==> config.mk <==
export PLATFORM = sky130hd
export DESIGN_NAME = plane_streamer
export DESIGN_NICKNAME = d
export VERILOG_FILES = /design/src/rtl/plane_streamer.sv
export SDC_FILE = /design/constraint.sdc
export NUM_CORES = 1
export LEC_CHECK = 0
export CORE_UTILIZATION = 45
export CTS_BUF_LIST = sky130_fd_sc_hd__clkbuf_4 sky130_fd_sc_hd__clkbuf_8
export DETAILED_ROUTE_END_ITERATION = 8
export GPL_TIMING_DRIVEN = 0
export HOLD_SLACK_MARGIN = 0.15
export PLACE_DENSITY_LB_ADDON = 0.08
export SLEW_MARGIN = 40
export SYNTH_ARGS = -nofsm -noshare
export SYNTH_HDL_FRONTEND = slang
export SYNTH_SLANG_ARGS = --single-unit
==> constraint.sdc <==
create_clock -name clk -period 4.66 [get_ports clk]
set_clock_uncertainty 0.15 [all_clocks]
set_input_delay 0.466 -clock clk [delete_from_list [all_inputs] [get_ports clk]]
set_output_delay 0.466 -clock clk [all_outputs]
set_load 0.1 [all_outputs]
==> src/rtl/plane_streamer.sv <==
`default_nettype none
// ============================================================================
//  Module   : plane_streamer
//  Purpose  : Streams one plane of pixel words from a ROM, where NUM_PLANES
//             planes of DEPTH words each are stored back-to-back. Words go to a
//             downstream FIFO in ascending address order. A small skid buffer
//             absorbs ROM read latency, so back-pressure never drops or
//             duplicates a word.
//  Ports    : clk, rst        - clock, synchronous active-high reset
//             start, stop     - begin a frame (IDLE only) / end continuous mode
//             plane_sel       - plane to stream (clamped to NUM_PLANES-1)
//             continuous      - repeat frames until stop
//             full_fifo       - downstream FIFO full
//             rom_rd/rom_addr - ROM read request
//             rom_data        - ROM data, valid ROM_LAT cycles after rom_rd
//             fifo_data/fifo_wr - downstream write port
//             busy, frame_done  - status
//  Revision : 1.0  initial release
// ============================================================================
module plane_streamer #(
    parameter int DATA_W     = 24,
    parameter int DEPTH      = 4800,
    parameter int NUM_PLANES = 4,
    parameter int ADDR_W     = 15,
    parameter int SEL_W      = 2,
    parameter int ROM_LAT    = 1
) (
    input  logic              clk,
    input  logic              rst,
    input  logic              start,
    input  logic              stop,
    input  logic [SEL_W-1:0]  plane_sel,
    input  logic              continuous,
    input  logic              full_fifo,
    output logic              rom_rd,
    output logic [ADDR_W-1:0] rom_addr,
    input  logic [DATA_W-1:0] rom_data,
    output logic [DATA_W-1:0] fifo_data,
    output logic              fifo_wr,
    output logic              busy,
    output logic              frame_done
);

    localparam int SKID_DEPTH = ROM_LAT + 2;
    localparam int PTR_W      = $clog2(SKID_DEPTH);
    localparam int CNT_W      = $clog2(SKID_DEPTH + 1);
    localparam int IDX_W      = $clog2(DEPTH + 1);

    localparam logic [IDX_W-1:0]  LAST_IDX  = IDX_W'(DEPTH - 1);
    localparam logic [IDX_W-1:0]  DEPTH_IDX = IDX_W'(DEPTH);
    localparam logic [ADDR_W-1:0] DEPTH_A   = ADDR_W'(DEPTH);
    localparam logic [PTR_W-1:0]  PTR_MAX   = PTR_W'(SKID_DEPTH - 1);
    localparam logic [SEL_W-1:0]  PLANE_MAX = SEL_W'(NUM_PLANES - 1);

    typedef enum logic [1:0] {
        S_IDLE  = 2'd0,
        S_RUN   = 2'd1,
        S_DRAIN = 2'd2
    } state_t;

    state_t             state_q, state_d;
    logic [IDX_W-1:0]   index_q, index_d;
    logic [SEL_W-1:0]   plane_q, plane_d;
    logic               cont_q, cont_d;

    // Bit i set: a read issued i+1 cycles ago whose data is not yet captured.
    logic [ROM_LAT-1:0] vld_q;

    logic [DATA_W-1:0]  skid_mem [SKID_DEPTH];
    logic [PTR_W-1:0]   rd_ptr_q, wr_ptr_q;
    logic [CNT_W-1:0]   cnt_q;

    logic               skid_empty;
    logic               push;
    logic               room;
    logic               drain_done;
    logic [SEL_W-1:0]   plane_clamped;

    function automatic logic [PTR_W-1:0] ptr_inc(input logic [PTR_W-1:0] p);
        return (p == PTR_MAX) ? '0 : p + 1'b1;
    endfunction

    assign plane_clamped = (32'(plane_sel) >= 32'(NUM_PLANES)) ? PLANE_MAX : plane_sel;

    assign skid_empty = (cnt_q == '0);
    assign fifo_wr    = !skid_empty && !full_fifo;
    assign fifo_data  = skid_mem[rd_ptr_q];
    assign push       = vld_q[ROM_LAT-1];

    // Every outstanding read (buffered or still in the ROM pipeline) owns a
    // skid slot, so a new read is allowed only if a slot stays free for it
    // after this cycle's pop. This keeps the buffer from overflowing no
    // matter how full_fifo toggles.
    assign room = (int'(cnt_q) + $countones(vld_q)) < (SKID_DEPTH + int'(fifo_wr));

    assign rom_rd     = (state_q == S_RUN) && (index_q < DEPTH_IDX) && room;
    assign rom_addr   = ADDR_W'(plane_q) * DEPTH_A + ADDR_W'(index_q);
    assign busy       = (state_q != S_IDLE);
    assign drain_done = (state_q == S_DRAIN) && (vld_q == '0) && skid_empty;
    assign frame_done = drain_done;

    always_comb begin
        state_d = state_q;
        index_d = index_q;
        plane_d = plane_q;
        cont_d  = cont_q;
        case (state_q)
            S_IDLE: begin
                if (start) begin
                    plane_d = plane_clamped;
                    cont_d  = continuous && !stop;
                    index_d = '0;
                    state_d = S_RUN;
                end
            end
            S_RUN: begin
                if (stop) begin
                    cont_d = 1'b0;
                end
                if (rom_rd) begin
                    index_d = index_q + 1'b1;
                    if (index_q == LAST_IDX) begin
                        state_d = S_DRAIN;
                    end
                end
            end
            S_DRAIN: begin
                if (stop) begin
                    cont_d = 1'b0;
                end
                if (drain_done) begin
                    // A stop arriving on the completion cycle still wins.
                    if (cont_q && !stop) begin
                        plane_d = plane_clamped;
                        index_d = '0;
                        state_d = S_RUN;
                    end else begin
                        state_d = S_IDLE;
                    end
                end
            end
            default: state_d = S_IDLE;
        endcase
    end

    always_ff @(posedge clk) begin
        if (rst) begin
            state_q  <= S_IDLE;
            index_q  <= '0;
            plane_q  <= '0;
            cont_q   <= 1'b0;
            vld_q    <= '0;
            rd_ptr_q <= '0;
            wr_ptr_q <= '0;
            cnt_q    <= '0;
        end else begin
            state_q <= state_d;
            index_q <= index_d;
            plane_q <= plane_d;
            cont_q  <= cont_d;
            vld_q[0] <= rom_rd;
            for (int i = 1; i < ROM_LAT; i++) begin
                vld_q[i] <= vld_q[i-1];
            end
            if (push) begin
                wr_ptr_q <= ptr_inc(wr_ptr_q);
            end
            if (fifo_wr) begin
                rd_ptr_q <= ptr_inc(rd_ptr_q);
            end
            if (push && !fifo_wr) begin
                cnt_q <= cnt_q + 1'b1;
            end else if (!push && fifo_wr) begin
                cnt_q <= cnt_q - 1'b1;
            end
        end
    end

    // Storage needs no reset: the count and pointers define what is valid.
    always_ff @(posedge clk) begin
        if (push) begin
            skid_mem[wr_ptr_q] <= rom_data;
        end
    end

endmodule
`default_nettype wire

==> reports/results.ini <==
[global_routing]
grt_antenna_before_repair=0
use_met2_pct=31.1
grt_start_max_net_pins=19
grt_pass1_vias=3009
grt_overflow=0
grtUsageMet3_pct=3.88
gr-usage-all-layers_pct=18.0
gr-usage-met1_pct=21.3
grt_first_pass_wirelength_um=14000
grt.busiest_layer=met2

[finish]
final_core_util_pct=57.3
final_nets=509
syn2layout_area_growth_pct=21.6
layout-drive-gt1-share_pct=17.7
insertedDiodeCount=0
stdcell_count=592
design_area_um2=5370

[placement]
routabilityCongestion=0.790
dp_cells=575
post-dp-hpwl_um=6210
io_buffer_count=73
dpl_cell_area_um2=5180
place_ws_ns=1.42

[setup_path]
worstSetupStartpointType=flop
rr_worst_depth=9
worstSetupPathType=reg -> out
reg2reg_slack_ns=2.14
rr_endpoint=index_q[8]
end_kind=output port
required_ns=4.04
cp.arrival_ns=2.98
crit_fanout=6
r2r_start=state_q[0]

[clocking]
post_cts_buffers=0
cts_tree=done
clock_latency_ns=0.36
ctsHoldBuffers=0
htree_levels=3
root_buffer=clkbuf_8
cts.repair.resized=0
clkSlewWorstSetupHoldPaths_ns=0.10
clockBufferDepth=2
cts_buffers=9
clock-sinks=99

[floorplanning]
die_w_um=101
core_area_um2=9370
num_rows=35
pin_count=75
die_area_um2=10200
initial_utilization_pct=47.1
chipHeight_um=101

[yosys]
synth_area_um2=4420
synth-seq-cells=99
ys_warn_count=0
synth_area_per_cell_um2=12.0
ys.flop_type=edfxtp_1
synth_cells=368
yosysSeqAreaShare_pct=61.2
synth_fp_nets=419
async_flop_share_pct=0
synth_edf_count=72
synth_cell_types=44

[drt]
via_count=3027
ant_nets=0
first_iter_violations=84
drc=0
wl_per_cell_um=14.5
drt-vias-per-instance=5.11
firstDrtPassIters=6
finalWirelength_um=8600

[timing]
rsz0062_at_grt=no
holdWs_ns=0.347
fmax_ghz=0.278
layout_setup_ws_ns=1.07
fin_crit_sh_pct=77.1
tns_ns=0
setup-violations-final=0
hold_violations=0
max_slew_margin_pct=47.3
fin_crit_ns=3.59
worst_pin_slew_ns=0.790
maxSlewViolCount=0

[min_path]
hold_depth=2
hold_class=in -> reg
hold_end=cnt_q[1]
worstHoldStart=rst

[power_and_ir_drop]
switching_power_mw=1.29
p_comb_share_pct=43.2
power.internal_mw=1.45
p_leak_nw=1.93
p_per_area_nw_per_um2=509
sw_frac_of_total_pct=47.0
power.clock.fraction_pct=18.7
ir_drop_mv=0.277
p_total_mw=2.73
seq_power_share_pct=38.1

[status]
outcome=finished, final reports clean

[flow_run]
drv_cap=0

[flip-flops by register name, summed over array words and instances, names as in the netlist, named ones only]
signal	cells
cont_q	1
plane_q	2
index_q	13
push	1
skid_mem	72
cnt_q	2
state_q	2
rd_ptr_q	2
wr_ptr_q	2
[worst max path at each step]
stage          startpoint               to  slack (ns)  depth (start not counted)
2_1_floorplan        flop    fifo_data[10]        0.77                          4
3_3_place_gp         push  skid_mem[0][19]        0.64                          2
3_5_place_dp   plane_q[0]     rom_addr[13]        1.42                         10
4_1_cts        plane_q[0]     rom_addr[13]        1.02                         10
5_1_grt        plane_q[0]     rom_addr[13]        0.85                         10
6_report       plane_q[0]     rom_addr[13]        1.07                         10
[critical path, cell delays in order (launching register included)]
cell      delay (ns)
dfxtp_1         0.48
inv_1           0.08
ha_1            0.29
inv_1           0.08
ha_1            0.22
a21o_1          0.20
a211oi_1        0.24
nor2_1          0.10
o41ai_1         0.33
xnor2_1         0.16
buf_2           0.44
[power groups by stage]
stage | Sequential, mW | Clock (mW) | Combinational (mW)
global route | 1.05 | 0.560 | 1.25
CTS | 1.04 | 0.525 | 1.19
global placement | 1.06 | 0 | 1.25
detailed placement | 1.06 | 0 | 1.18
floorplan | 1.05 | 0 | 0.980
finish | 1.04 | 0.511 | 1.18
[metal layers]
metal / part of all wire, % / vias up
met1: 43 / 1425
met2: 51 / 63
met3: 4.1 / 18
met4: 2.3 / 0
li1: - / 1521
met5: 0 / -
[kinds of logic (layout without fill, tap and decap cells)]
kind of cell               Yosys count  in the layout  share of synthesized area [%]
buffers and inverters               33            128                           3.40
AOI/OAI and AO/OA                   84             84                           11.6
muxes                               27             27                           6.12
adders and majority gates           19             19                           5.55
and+or+nand+nor                     99             99                           10.7
DFF                                 99             99                           61.2
xor gates and xnor gates             7              7                           1.39
[cells in the mapped netlist, types with 3 or more instances]
master,number,area share [%]
inv_1,12,1.0
dfxtp_1,27,12
mux2i_1,27,6.1
buf_2,3,0.34
nand3_1,4,0.45
ha_1,18,5.1
o21ai_0,38,4.3
buf_1,3,0.25
nor3_1,3,0.34
clkbuf_1,9,0.76
nand2_1,34,2.9
xor2_1,3,0.60
nor2b_1,3,0.42
a21oi_1,22,2.5
xnor2_1,4,0.79
or4_1,4,0.68
or3_1,9,1.3
nand2b_1,4,0.57
a21o_1,4,0.68
edfxtp_1,72,49
o31ai_1,3,0.51
nor2_1,27,2.3
buf_4,6,1.0
o21a_1,3,0.51
[cell usage in the layout, fill, tap and decap left out, drive strengths merged, types with 2 or more instances in the layout]
cell type / synthesis / final
o211ai: 2 / 2
or3: 9 / 9
inv: 12 / 15
clkdlybuf4s50: 0 / 30
ha: 18 / 18
clkinv: 0 / 2
nand2b: 4 / 4
o21bai: 2 / 2
nor3: 3 / 3
or4: 4 / 4
nor2b: 3 / 3
o41ai: 2 / 2
a21oi: 22 / 22
clkinvlp: 0 / 2
nand3: 4 / 4
o31ai: 3 / 3
a21o: 4 / 4
xnor2: 4 / 4
o21ai: 38 / 38
nor4: 2 / 2
nand2: 34 / 34
o21a: 3 / 3
and3: 2 / 2
xor2: 3 / 3
or2: 2 / 2
edfxtp: 72 / 72
mux2i: 27 / 27
dfxtp: 27 / 27
clkbuf: 9 / 18
nor2: 27 / 27
a211oi: 2 / 2
buf: 12 / 61
[final cells by class]
cell class / instances / area [um^2]
clock inverter: 7 / 57.6
sequential: 99 / 2700
clock buffer: 9 / 124
fill: 820 / 4000
multi-input combinational: 236 / 1580
timing repair buffer: 79 / 591
inverter: 12 / 45.0
tap: 129 / 161
buffer: 21 / 105
No activity file was read; power rests on OpenSTA's default activity.
